==> src/rtl/systolic_feeder.sv <==
// Transmit-side staging buffer for the weight-stationary systolic array: loads an NxN matrix
// row by row, then plays it onto the N row lanes in diagonal-skewed order followed by a drain window.
// Optional build macro SYSTOLIC_FEEDER_REPEAT_EN keeps the matrix after a run so start replays it.
module systolic_feeder #(
  parameter int unsigned DATA_W    = 32,
  parameter int unsigned N         = 2,
  parameter int unsigned DRAIN_CYC = 4
) (
  input  logic                clk,
  input  logic                reset,
  input  logic                wr_valid,
  output logic                wr_ready,
  input  logic [N*DATA_W-1:0] wr_data,
  input  logic                wr_last,
  input  logic                start,
  output logic [N*DATA_W-1:0] lane_data,
  output logic [N-1:0]        lane_valid,
  output logic                pe_start,
  output logic                busy,
  output logic                done
);

  localparam int unsigned ROW_W  = $clog2(N);
  localparam int unsigned STEP_W = $clog2(2 * N);
  localparam int unsigned DR_W   = (DRAIN_CYC < 1) ? 1 : $clog2(DRAIN_CYC + 1);

  localparam logic [ROW_W-1:0]  LastRow   = ROW_W'(N - 1);
  localparam logic [STEP_W-1:0] LastStep  = STEP_W'(2 * N - 2);
  localparam logic [DR_W-1:0]   LastDrain = DR_W'(DRAIN_CYC);

`ifdef SYSTOLIC_FEEDER_REPEAT_EN
  localparam logic RepeatEn = 1'b1;
`else
  localparam logic RepeatEn = 1'b0;
`endif

  typedef enum logic [2:0] {StIdle, StLoad, StReady, StFeed, StDrain, StDone} state_e;

  state_e                     state_q;
  logic [N-1:0][N*DATA_W-1:0] mat_q;
  logic [ROW_W-1:0]           row_q;
  logic [STEP_W-1:0]          step_q;
  logic [DR_W-1:0]            drain_q;
  logic                       wr_ready_q;
  logic                       pe_start_q;
  logic                       busy_q;
  logic                       done_q;
  logic [N*DATA_W-1:0]        lane_data_q;
  logic [N-1:0]               lane_valid_q;

  logic                       wr_fire;
  logic                       row_done;
  logic [STEP_W-1:0]          skew_k;
  logic [N*DATA_W-1:0]        skew_data;
  logic [N-1:0]               skew_valid;

  assign wr_fire  = wr_valid && wr_ready_q;
  assign row_done = wr_last || (row_q == LastRow);

  // Lane contents for the step that the next clock edge will present.
  always_comb begin
    skew_k     = (state_q == StFeed) ? step_q + 1'b1 : '0;
    skew_data  = '0;
    skew_valid = '0;
    for (int i = 0; i < int'(N); i++) begin
      for (int j = 0; j < int'(N); j++) begin
        if (skew_k == STEP_W'(i + j)) begin
          skew_data[j*DATA_W +: DATA_W] = mat_q[i][j*DATA_W +: DATA_W];
          skew_valid[j]                 = 1'b1;
        end
      end
    end
  end

  always_ff @(posedge clk or posedge reset) begin
    if (reset) begin
      state_q      <= StIdle;
      mat_q        <= '0;
      row_q        <= '0;
      step_q       <= '0;
      drain_q      <= '0;
      wr_ready_q   <= 1'b0;
      pe_start_q   <= 1'b0;
      busy_q       <= 1'b0;
      done_q       <= 1'b0;
      lane_data_q  <= '0;
      lane_valid_q <= '0;
    end else begin
      done_q <= 1'b0;
      unique case (state_q)
        StIdle, StLoad: begin
          wr_ready_q <= 1'b1;
          if (wr_fire) begin
            mat_q[row_q] <= wr_data;
            if (row_done) begin
              state_q    <= StReady;
              wr_ready_q <= RepeatEn;
            end else begin
              state_q <= StLoad;
              row_q   <= row_q + 1'b1;
            end
          end
        end
        StReady: begin
          if (RepeatEn && wr_fire) begin
            // A write here abandons the held matrix and restarts loading at row 0.
            mat_q    <= '0;
            mat_q[0] <= wr_data;
            if (wr_last) begin
              row_q <= '0;
            end else begin
              state_q <= StLoad;
              row_q   <= ROW_W'(1);
            end
          end else if (start) begin
            state_q      <= StFeed;
            step_q       <= '0;
            lane_data_q  <= skew_data;
            lane_valid_q <= skew_valid;
            pe_start_q   <= 1'b1;
            busy_q       <= 1'b1;
            wr_ready_q   <= 1'b0;
          end
        end
        StFeed: begin
          if (step_q == LastStep) begin
            lane_data_q  <= '0;
            lane_valid_q <= '0;
            if (DRAIN_CYC == 0) begin
              state_q    <= StDone;
              pe_start_q <= 1'b0;
              done_q     <= 1'b1;
            end else begin
              state_q <= StDrain;
              drain_q <= DR_W'(1);
            end
          end else begin
            step_q       <= step_q + 1'b1;
            lane_data_q  <= skew_data;
            lane_valid_q <= skew_valid;
          end
        end
        StDrain: begin
          if (drain_q == LastDrain) begin
            state_q    <= StDone;
            pe_start_q <= 1'b0;
            done_q     <= 1'b1;
          end else begin
            drain_q <= drain_q + 1'b1;
          end
        end
        StDone: begin
          busy_q     <= 1'b0;
          row_q      <= '0;
          wr_ready_q <= 1'b1;
          if (RepeatEn) begin
            state_q <= StReady;
          end else begin
            state_q <= StIdle;
            mat_q   <= '0;
          end
        end
        default: state_q <= StIdle;
      endcase
    end
  end

  assign wr_ready   = wr_ready_q;
  assign lane_data  = lane_data_q;
  assign lane_valid = lane_valid_q;
  assign pe_start   = pe_start_q;
  assign busy       = busy_q;
  assign done       = done_q;

endmodule

==> config.mk <==
export PLATFORM = sky130hd
export DESIGN_NAME = systolic_feeder
export DESIGN_NICKNAME = d
export VERILOG_FILES = /design/src/rtl/systolic_feeder.sv
export SDC_FILE = /design/constraint.sdc
export NUM_CORES = 1
export LEC_CHECK = 0
export ABC_CLOCK_PERIOD_IN_PS = 13740
export BUFFER_PORTS_ARGS = -buffer_cell sky130_fd_sc_hd__buf_2
export CORE_MARGIN = 2
export CORE_UTILIZATION = 40
export CTS_CLUSTER_SIZE = 24
export DETAILED_ROUTE_END_ITERATION = 12
export GPL_TIMING_DRIVEN = 0
export SYNTH_ARGS = -nofsm -noshare
export SYNTH_HDL_FRONTEND = slang
export SYNTH_SLANG_ARGS = --single-unit
==> constraint.sdc <==
create_clock -name clk -period 13.74 [get_ports clk]
set_clock_uncertainty 0.15 [all_clocks]
set_input_delay 0.687 -clock clk [delete_from_list [all_inputs] [get_ports clk]]
set_output_delay 0.687 -clock clk [all_outputs]
set_load 0.01 [all_outputs]
After elaboration in Yosys (flattened, before gate mapping) --
Cells that the tools add are included. Widths: inputs -> output; s select.
Storage, ports and cells: bits in registers 207, bits in latches 0, bits in writable memories 0, ROM bits 0, bits of input ports 69, output and inout port bits 70, word-level logic and storage cells 99, memories 0
Operators by class: add/subtract/negate cells 3, $mul 0, divide/modulo/power cells 0, $lt $le $gt $ge 2, equal/unequal tests 16, shift-type cells 0, muxes and demuxes 45, bitwise operators 0, reduce and logical (&&, ||, !) cells 21
Operator list (count):
- $pmux 128 s2 | 1
- $mux 64 | 3
- $bwmux 128 | 1
- $mux 128 | 1
- $mux 32 | 4
- $pmux 64 s2 | 1
- $demux 64 s1 | 1
- $mux 3 | 6
- $mux 1 | 13
- $mux 2 | 6
- $ne 2x2->1 const B | 6
- $pmux 3 s4 | 1
- $reduce_and 3->1 | 4
- $reduce_bool 2->1 | 5
- $eq 3x3->1 const B | 3
- $pmux 2 s2 | 2
- $reduce_and 2->1 | 4
- $eq 3x2->1 const B | 2
- $pmux 1 s2 | 3
- $pmux 3 s2 | 1
- $eq 2x2->1 const B | 2
- $reduce_and 4->1 | 1
- $add 3x1->3 const B | 1
- $eq 3x1->1 const B | 1
- other kinds (13) | 14

Depth between registers and ports, before layout --
Gate-level depths: netlist (run 1).
word-level depth 7, depth in mapped cells 11, mapped depth without buffers 8

Worst setup path after synthesis (run 1) --
OpenSTA, ideal clock, no wires.
path kind reg2reg, start point register state_q[0], end point register lane_data_q[40], in the netlist lane_data[40], setup time 0.133 ns, data arrival time 2.044 ns, required time 13.457 ns, slack 11.413 ns, cell stages (with the launch flop) 11, buffers on the path 3, period minus slack after synthesis 2.327 ns, cells stage by stage dfrtp_1 buf_4 inv_1 or3_1 inv_1 ha_1 clkbuf_1 clkbuf_1 nor2_1 a21oi_1 o21ai_0
On the way: cells in the longest elaborated chain, start to end 7, elaborated cells between the ends (all ways) 13, classes of those cells eq/ne (5); mux (6); reduce/logical (2)
RTL lines:
- from (decl) | RTL line 39 | state_e state_q;
- from (signal assigned) | RTL line 77 | state_q <= StIdle;
- from (signal assigned) | RTL line 96 | state_q <= StReady;
- from (signal assigned) | RTL line 99 | state_q <= StLoad;
- $eq 3x2->1 (*) | RTL line 62 | skew_k = (state_q == StFeed) ? step_q + 1'b1 : '0;
- $mux 2 (*) | RTL line 62
- via skew_k[1] | RTL line 53 | logic [STEP_W-1:0] skew_k;
- $eq 2x1->1 | RTL line 67 | if (skew_k == STEP_W'(i + j)) begin
- $mux 32 | RTL line 67
- $mux 32 (*) | RTL line 67
- $mux 64 (on tied branches) | RTL line 126, 115
- $pmux 64 s2 (*) | RTL line 90 | unique case (state_q)
- to (signal assigned) | RTL line 118 | lane_data_q <= skew_data;
- to (signal assigned) | RTL line 139 | lane_data_q <= skew_data;
- to (decl) | RTL line 48 | logic [N*DATA_W-1:0] lane_data_q;
Mark *: on every way through the listed nets, which the timed path passes. The rest lies on a longest branch. The select of a mux whose other input is x is not followed. A chain may end at the register's enable or synchronous reset.

Final worst setup path (run 1) --
start point register state_q[0], end point register lane_data_q[42], in the netlist lane_data[42]
Same word-level chain as after synthesis.

==> results of run 1 <==
[critical path, stage by stage, from the launching register on]
cell	delay, ns
dfrtp_1	0.42
buf_4	0.20
inv_1	0.13
or3_1	0.48
inv_1	0.09
ha_1	0.13
clkbuf_1	0.37
clkbuf_1	0.45
nor2_1	0.10
a21oi_1	0.18
o21ai_0	0.10
[state kept, by name, indices dropped and copies added (netlist names), 2 cells and up]
register / flops
step_q: 2
drain_q: 3
lane_valid: 2
state_q: 3
lane_data: 64
mat_q: 128
[Yosys cell counts, types with 2 or more instances]
| library cell | number |
|---|---|
| buf_4 | 5 |
| nor2b_1 | 3 |
| buf_6 | 9 |
| nand2b_1 | 3 |
| nand3_1 | 3 |
| nand2_1 | 141 |
| buf_2 | 26 |
| o21ai_0 | 77 |
| clkbuf_1 | 25 |
| o31ai_1 | 3 |
| nor2_1 | 70 |
| inv_1 | 8 |
| ha_1 | 7 |
| and2_1 | 2 |
| a22o_1 | 74 |
| buf_1 | 2 |
| a22o_2 | 55 |
| dfrtp_1 | 207 |
| a21oi_1 | 70 |
[logic make-up (layout without fill, tap and decap cells)]
kind of cell / after synthesis / in the layout / synth area share [%]
other: 0 / 4 / 0
XOR/XNOR: 1 / 1 / 0.1011
AO/OA/AOI/OAI: 289 / 289 / 23.52
AND/OR/NAND/NOR: 231 / 231 / 10.79
multiplexers: 1 / 1 / 0.1155
flip-flops: 207 / 207 / 59.78
adder cells (fa/ha/maj): 7 / 7 / 1.011
buffers and inverters: 76 / 258 / 4.679
[area by class of cell]
| cell class | count | area, sq um | share of cell area [%] |
|---|---|---|---|
| clock buffer | 37 | 670.6 | 6.389 |
| sequential | 207 | 5180 | 49.34 |
| multi-input combinational | 529 | 3079 | 29.33 |
| buffer | 68 | 375.4 | 3.576 |
| clock inverter | 6 | 82.58 | 0.7866 |
| antenna | 4 | 10.01 | 0.09535 |
| tap | 275 | 344.1 | 3.278 |
| timing repair buffer | 139 | 718.2 | 6.841 |
| inverter | 8 | 37.54 | 0.3576 |
[per-layer routing]
metal,GRT usage [%],vias up,part of all wire (%)
li1,-,3192,-
met1,31.11,3336,48
met2,30.63,207,44
met3,3.524,27,6.7
met4,4.019,2,1.3
met5,0,-,0.030
[worst min path at each step]
stage / slack [ns] / cells after the start / from / to
floorplan: 0.30 / 2 / step_q[1] / step_q[1]
global placement: 0.31 / 2 / lane_data[17] / lane_data[17]
detailed placement: 0.32 / 2 / lane_data[15] / lane_data[15]
CTS: 0.23 / 2 / reset / mat_q[18]
global route: 0.25 / 2 / reset / mat_q[84]
finish: 0.15 / 2 / reset / lane_data[20]
[report_power, final]
group / internal, W / total, W / leakage (nW) / switching [W]
Clock: 0.000372 / 0.000622 / 0.362 / 0.000249
Combinational: 0.000194 / 0.000522 / 2.08 / 0.000327
Sequential: 0.000746 / 0.000822 / 2.77 / 0.0000767
[stage by stage]
step	total power (W)	hold slack (ns)	worst slack, ns	instances
after global placement	0.001352	0.3067	4.671	1225
final	0.001966	0.1520	10.80	1273
after floorplan	0.001161	0.3038	7.251	812
after detailed placement	0.001359	0.3180	10.77	1226
after global routing	0.002086	0.2451	10.59	1269
after CTS	0.001989	0.2286	10.76	1269
==> impl_metrics.yaml, run 1 <==
run_status:
  outcome: "completed"
detailed_routing:
  drt-wirelength-per-cell_microns: 18.11
  drt_iter0_drc: 454
  route.antenna.remaining_nets: 0
  num_vias: 6764
  vias_per_cell: 5.313
  dr.pass1.iters: 5
  drt_drc_violations_left: 0
  wl_microns: 23050
die:
  die_w_microns: 151.2
  rows: 53
  die-height_microns: 151.2
  die-area_sq_mm: 0.02286
  pin_count: 139
  start_util_pct: 40.96
  core_area_sq_mm: 0.02115
power_and_ir_drop:
  peakVddDrop_v: 0.00008286
  leakage_nw: 5.212
  p_per_area_mw_per_mm2: 187.3
layout:
  final_nets: 1053
  layout_commonest_cell: "dfrtp_1"
  fin_util_pct: 49.62
  layout-drive-gt1-share_pct: 27.26
  syn_to_final_growth_pct: 21.16
  final_cell_mix: "dfrtp_1, buf_2, nand2_1"
  final_cell_area_sq_mm: 0.01050
  nFillCells: 1969
setup_path:
  cp.required_ns: 13.95
  crit_start: "state_q[0]"
  cp_max_fo: 10
  worst_setup_path_start_kind: "flop"
  r2r_cells: 10
  r2r-start: "state_q[0]"
  criticalPathCategory: "reg -> reg"
  critPathCaptureType: "flop"
  cp_data_arrival_time_ns: 3.16
  rr_endpoint: "lane_data[42]"
  ff2ff_setup_slack_ns: 10.80
  endpoint: "lane_data[42]"
timing:
  period_minus_slack_ns: 2.943
  rsz0062_at_grt: "false"
  hold_viol_final: 0
  slew_violations: 0
  fmax_mhz: 339.8
  final.setup.tns_ns: 0
  maxSlewHeadroom_pct: 26.13
  setup_viol: 0
  tightest_slew_ns: 1.100
  fin_crit_sh_pct: 21.42
grt:
  overflow: 0
  antenna_found_initial: 3
  grt_first_pass_wirelength_microns: 36650
  grt_start_max_net_pins: 116
  grt_usage_pct: 20.38
  grt_pass1_vias: 6504
cts:
  h-tree-depth: 1
  numCtsBuffers: 24
  cts_hold_buf: 0
  worstSkewPairLatency_ns: 0.50
  post_cts_resized: 0
  clkSlewWorstSetupHoldPaths_ns: 0.06
  cts-root-buf: "clkbuf_16"
  post_cts_buffers: 0
  cts_sinks: 207
  cts_buffer_depth: 3
  cts_tree: "done"
synth:
  synth_top_area_share_pct: 59.78
  syn-num-nets: 888
  async_reset_ff_share_pct: 100.0
  netlist_area_sq_mm: 0.008665
  ys.flop_type: "dfrtp_1"
  synth_top_area_cell: "dfrtp_1"
  synthTopCellsByArea: "dfrtp_1, a22o_1, a22o_2, nand2_1, o21ai_0"
  synthCells: 812
  ys_warn_count: 0
  synth-seq-area-share_pct: 59.78
  synth_seq_cells: 207
  synth-edff-count: 0
  ys_types: 41
  synth_area_per_cell_sq_um: 10.67
job:
  drv_cap: 0
hold_path:
  hold_class: "in -> async"
place:
  portBuffers: 138
  hpwl_microns: 14960
  placed_cell_area_sq_mm: 0.009734
  globalplace.congestion: 0.7716
No activity file was read; power rests on OpenSTA's default activity.
==> run 2, diff against run 1 <==
--- a/config.mk
+++ b/config.mk
@@ -5,7 +5,8 @@
 export SDC_FILE = /design/constraint.sdc
 export NUM_CORES = 1
 export LEC_CHECK = 0
-export ABC_CLOCK_PERIOD_IN_PS = 13740
+export ABC_AREA = 1
+export ABC_CLOCK_PERIOD_IN_PS = 2700
 export BUFFER_PORTS_ARGS = -buffer_cell sky130_fd_sc_hd__buf_2
 export CORE_MARGIN = 2
 export CORE_UTILIZATION = 40
==> constraint.sdc (replaced) <==
create_clock -name clk -period 2.7 [get_ports clk]
set_clock_uncertainty 0.15 [all_clocks]
set_input_delay 0.135 -clock clk [delete_from_list [all_inputs] [get_ports clk]]
set_output_delay 0.135 -clock clk [all_outputs]
set_load 0.01 [all_outputs]
==> impl_metrics.yaml, run 2 <==
place:
  post-place-ws_ns: -0.01537
  portBuffers: 138
  globalplace.congestion: 0.7721
  hpwl_microns: 15940
job:
  drv_cap: 0
die:
  core_area_sq_mm: 0.02250
  die-area_sq_mm: 0.02399
  die-height_microns: 154.9
  start_util_pct: 40.47
  pin_count: 139
  die_w_microns: 154.9
  rows: 55
layout:
  syn_to_final_growth_pct: 29.07
  layout_commonest_cell: "nand2_1"
  nFillCells: 2189
  layout-drive-gt1-share_pct: 16.87
  largest_register_ffs: 128
  seqCellArea_sq_mm: 0.005180
  regMostFlops: "mat_q"
  final_cell_mix: "nand2_1, dfrtp_1, buf_2"
  antenna_cells: 0
  final_nets: 1458
  multi_input_area_sq_mm: 0.003480
detailed_routing:
  dr.pass1.iters: 5
  drt_iter0_drc: 494
  vias_per_cell: 4.656
  route.antenna.remaining_nets: 0
  wl_microns: 23890
  drt_drc_violations_left: 0
  num_vias: 7840
  drt-wirelength-per-cell_microns: 14.19
synth:
  synth_area_per_cell_sq_um: 7.953
  synth_top_area_cell: "dfrtp_1"
  ys.flop_type: "dfrtp_1"
  synth-seq-area-share_pct: 56.88
  synth_common_cells: "nand2_1, dfrtp_1, nand3_1, clkbuf_1, buf_2"
  async_reset_ff_share_pct: 100.0
  synthCells: 1145
  synth_top_area_share_pct: 56.88
  netlist_area_sq_mm: 0.009106
  synth-edff-count: 0
  ys_warn_count: 0
  syn-num-nets: 1221
  ys_types: 23
  synthTopCellsByArea: "dfrtp_1, nand2_1, nand3_1, buf_6, clkbuf_1"
  yosys.cell_count.top_type: "nand2_1"
  synth_seq_cells: 207
power_and_ir_drop:
  total_power_w: 0.01298
  p_per_area_mw_per_mm2: 1104
  leakage_nw: 6.698
  peakVddDrop_v: 0.0004808
timing:
  final.setup.tns_ns: 0
  fin_crit_sh_pct: 91.47
  tightest_slew_ns: 0.5804
  maxSlewHeadroom_pct: 61.31
  hold_viol_final: 0
  slew_violations: 0
  period_minus_slack_ns: 2.470
  hold_slack_ns: 0.2131
  setup_viol: 0
  fmax_mhz: 404.9
  setup_ws_ns: 0.2304
cts:
  cts_tree: "done"
  cts_buffer_depth: 3
  numCtsBuffers: 23
  worstSkewPairLatency_ns: 0.51
  cts_sinks: 207
  h-tree-depth: 1
  clkSlewWorstSetupHoldPaths_ns: 0.06
  cts-root-buf: "clkbuf_16"
grt:
  grt_first_pass_wirelength_microns: 39680
  grt_usage_pct: 20.42
  grt_pass1_vias: 7703
  antenna_found_initial: 0
  overflow: 0
  grt_start_max_net_pins: 42
hold_path:
  hold_class: "in -> reg"
setup_path:
  worst_setup_path_start_kind: "flop"
  cp_max_fo: 10
  cp.required_ns: 2.92
  cp_data_arrival_time_ns: 2.69
  critPathCaptureType: "flop"
  criticalPathCategory: "reg -> reg"
run_status:
  outcome: "completed"
-- run 2: worst paths after layout --
check	startpoint	to	slack (ns)	cells past startpoint
min reg2reg	mat_q[118]	mat_q[118]	0.32	2
max	state_q[0]	lane_valid[0]	0.23	10
max in group asynchronous	reset	mat_q[106]	0.65	8
max reg2reg	state_q[0]	lane_valid[0]	0.23	10
min in group asynchronous	reset	done	0.54	4
min	wr_data[34]	mat_q[34]	0.21	4
-- run 2: stage by stage --
stage	utilization, %	area (sq um)	cells
2_1_floorplan	-	9110	1145
3_3_place_gp	45.14	10160	1568
3_5_place_dp	45.70	10280	1574
4_1_cts	52.20	11750	1685
5_1_grt	52.23	11750	1684
6_report	52.23	11750	1684
-- run 2: cells by family (layout without fill, tap and decap cells) --
group	count (synthesis)	in the layout	synth area share (%)
AOI/OAI and AO/OA	15	15	1.099
adders and majority gates	7	7	0.9618
DFF	207	207	56.88
xor gates and xnor gates	1	1	0.09620
and+or+nand+nor	834	834	36.03
buffers and inverters	81	335	4.933
-- run 2: routing by layer --
metal | part of all wire, % | vias up | global-route usage, %
met4 | 1.6 | 0 | 4.497
met2 | 47 | 178 | 33.71
met3 | 4.6 | 30 | 2.368
li1 | - | 3980 | -
met5 | 0 | - | 0
met1 | 47 | 3652 | 29.19
-- run 2: critical path: stages (launching register included) --
cell      delay [ns]
dfrtp_1         0.47
nand2_1         0.08
nor2_1          0.13
inv_1           0.11
nor2_1          0.19
inv_1           0.11
ha_1            0.18
clkbuf_1        0.19
clkbuf_1        0.30
o21ai_0         0.35
nand2_1         0.08
-- run 2: report_power, final --
part / total [W] / internal, W / switching, W
registers: 0.00505 / 0.00438 / 0.000674
logic: 0.00472 / 0.00168 / 0.00304
clock network: 0.00320 / 0.00194 / 0.00127
-- run 2: final cells by class --
cell class / instances / area share (%)
sequential: 207 / 44.07
timing repair buffer: 213 / 12.84
clock inverter: 11 / 1.139
inverter: 19 / 0.6387
multi-input combinational: 857 / 29.60
buffer: 61 / 3.268
clock buffer: 31 / 5.408
tap: 285 / 3.034
-- run 2: what timing repair did --
action / in CTS / in global routing
setup endpoints to repair: 17 / 63
gates resized for setup: 2 / 15
hold buffers: 69 / 0
pin swaps: 0 / 0
hold endpoints to repair: 256 / 0
setup buffers: 0 / 0
==> run 3, diff against run 2 <==
--- a/config.mk
+++ b/config.mk
@@ -8,11 +8,14 @@
 export ABC_AREA = 1
 export ABC_CLOCK_PERIOD_IN_PS = 2700
 export BUFFER_PORTS_ARGS = -buffer_cell sky130_fd_sc_hd__buf_2
+export CELL_PAD_IN_SITES_DETAIL_PLACEMENT = 2
+export CELL_PAD_IN_SITES_GLOBAL_PLACEMENT = 2
 export CORE_MARGIN = 2
-export CORE_UTILIZATION = 40
+export CORE_UTILIZATION = 30
 export CTS_CLUSTER_SIZE = 24
 export DETAILED_ROUTE_END_ITERATION = 12
 export GPL_TIMING_DRIVEN = 0
+export PLACE_DENSITY_LB_ADDON = 0.1
 export SYNTH_ARGS = -nofsm -noshare
 export SYNTH_HDL_FRONTEND = slang
 export SYNTH_SLANG_ARGS = --single-unit
==> impl_metrics.yaml, run 3 (same netlist as run 2, synthesis figures left out) <==
power_and_ir_drop:
  leakage_nw: 6.730
  total_power_w: 0.01336
  p_per_area_mw_per_mm2: 1122
  peakVddDrop_v: 0.0004332
  pwr-share-comb_pct: 37.6
  p_seq_share_pct: 38.1
  clkPwrFrac_pct: 24.3
  p_sw_w: 0.005385
  switching_share_pct: 40.30
  p_int_w: 0.007978
setup_path:
  cpPeakStageDelay_ns: 0.39
  worst_setup_path_start_kind: "flop"
  cp.required_ns: 2.96
  ff2ff_setup_slack_ns: 0.29
  crit_chain: "buf_6 -> nor2_1 -> inv_1 -> nor2_1 -> inv_1 -> ha_1 -> clkbuf_1 -> clkbuf_2 -> nand3_1 -> nand2_1 -> nand2_1 -> nand2_1"
  cp_data_arrival_time_ns: 2.67
  crit_family: "buffers and inverters"
  criticalPathCategory: "reg -> reg"
  cp_num_buf_inv: 5
  cp_max_fo: 10
  cpMostUsedCell: "nand2_1"
  critPathCaptureType: "flop"
  cpMaxStageDelayCell: "dfrtp_1"
timing:
  period_minus_slack_ns: 2.412
  tightest_slew_ns: 0.6972
  slew_violations: 0
  setup_viol: 0
  fin_crit_sh_pct: 89.32
  maxSlewHeadroom_pct: 53.21
  hold_viol_final: 0
  rsz0062_at_grt: "false"
  fmax_mhz: 414.7
  final.setup.tns_ns: 0
grt:
  grt_start_max_net_pins: 39
  grt_first_pass_wirelength_microns: 50200
  overflow: 0
  grt_pass1_vias: 9229
  antenna_found_initial: 1
  grt_usage_pct: 20.10
die:
  die_w_microns: 178.2
  pin_count: 139
  start_util_pct: 30.56
  die-area_sq_mm: 0.03176
  rows: 63
  core_area_sq_mm: 0.02980
  die-height_microns: 178.2
place:
  portBuffers: 138
  globalplace.congestion: 0.7321
  dp_cells: 1679
  hpwl_microns: 20770
layout:
  final_cells: 1789
  regMostFlops: "mat_q"
  nFillCells: 3411
  final_nets: 1459
  layout-drive-gt1-share_pct: 17.95
  largest_register_ffs: 128
  syn_to_final_growth_pct: 30.79
  final_cell_mix: "nand2_1, dfrtp_1, buf_2"
  layout_commonest_cell: "nand2_1"
detailed_routing:
  drt_iter0_drc: 315
  met3_length_microns: 995
  drt_drc_violations_left: 0
  wl_microns: 30650
  route.antenna.remaining_nets: 0
  wl_met2_microns: 14950
  wl_met1_microns: 14190
  drt-wirelength-per-cell_microns: 17.13
  top_layer_used: "met4"
  dr.pass1.iters: 6
  vias_per_cell: 4.580
  num_vias: 8193
cts:
  h-tree-depth: 1
  cts_tree: "done"
  cts_buffer_depth: 3
  clkSlewWorstSetupHoldPaths_ns: 0.06
  cts_sinks: 207
  post_cts_buffers: 0
  worstSkewPairLatency_ns: 0.54
  cts-root-buf: "clkbuf_16"
  numCtsBuffers: 26
run_status:
  outcome: "completed"
hold_path:
  hold_class: "in -> async"
job:
  drv_cap: 0
[run 3: changes by cell type in the layout (fill, tap and decap cells not counted), moves of 3 or more]
cell       previous run  this run
clkbuf_1             23        12
clkbuf_2              6        11
bufinv_16             3         0
clkbuf_16            23        26
clkbuf_4              0         3
[run 3: layer usage]
layer  GRT usage, %  up-vias
li1               -     3971
met1          26.55     4056
met2          35.45      129
met3          2.430       37
met4          4.065        0
met5              0        -
[run 3: worst paths after layout]
path                        startpoint       endpoint  cells past startpoint
max reg2reg                 state_q[2]   lane_data[8]                     12
min                              reset  lane_data[53]                      3
min reg2reg                  mat_q[90]      mat_q[90]                      2
max in group asynchronous        reset  lane_data[26]                      7
min in group clk           wr_data[37]     mat_q[101]                      4
max                         state_q[2]   lane_data[8]                     12
[run 3: final cells by class]
| cell class | count | area, sq um | area share [%] |
|---|---|---|---|
| flip-flops and latches | 207 | 5181 | 43.50 |
| multi-input cells | 857 | 3487 | 29.28 |
| repair buffers | 212 | 1491 | 12.52 |
| clock buffers | 36 | 738.2 | 6.198 |
| well taps | 390 | 488.0 | 4.097 |
| plain buffers | 60 | 400.4 | 3.362 |
| inverters | 19 | 75.07 | 0.6303 |
| clock inverters | 7 | 46.29 | 0.3887 |
| diodes | 1 | 2.502 | 0.02101 |
[run 3: worst register-to-register path, cell delays in order (launching register included)]
cell	delay [ns]
dfrtp_1	0.39
buf_6	0.15
nor2_1	0.15
inv_1	0.14
nor2_1	0.20
inv_1	0.12
ha_1	0.20
clkbuf_1	0.21
clkbuf_2	0.26
nand3_1	0.12
nand2_1	0.08
nand2_1	0.07
nand2_1	0.05
[run 3: power groups by stage]
stage               Combinational, W  Clock (W)  Sequential (W)
floorplan                    0.00309          0         0.00512
global placement             0.00484          0         0.00507
detailed placement           0.00504          0         0.00511
CTS                          0.00518    0.00336         0.00509
global route                 0.00584    0.00347         0.00526
finish                       0.00503    0.00324         0.00509
[run 3: stage by stage]
stage | worst slack, ns | instance area, sq um | hold slack (ns) | util, %
3_5_place_dp | -0.3208 | 10410 | 0.05133 | 34.93
6_report | 0.2884 | 11910 | 0.04509 | 39.97
5_1_grt | 0.0004272 | 11910 | 0.08142 | 39.97
2_1_floorplan | -0.2712 | 9110 | 0.1016 | -
3_3_place_gp | -2.014 | 10290 | 0.2042 | 34.53
4_1_cts | 0.004694 | 11890 | 0.03444 | 39.89
[run 3: timing repair]
item                                   CTS  global route
setup endpoints to repair               63            62
resized for setup                       10            34
hold buffers                            68             0
endpoints found under the hold margin  250             0
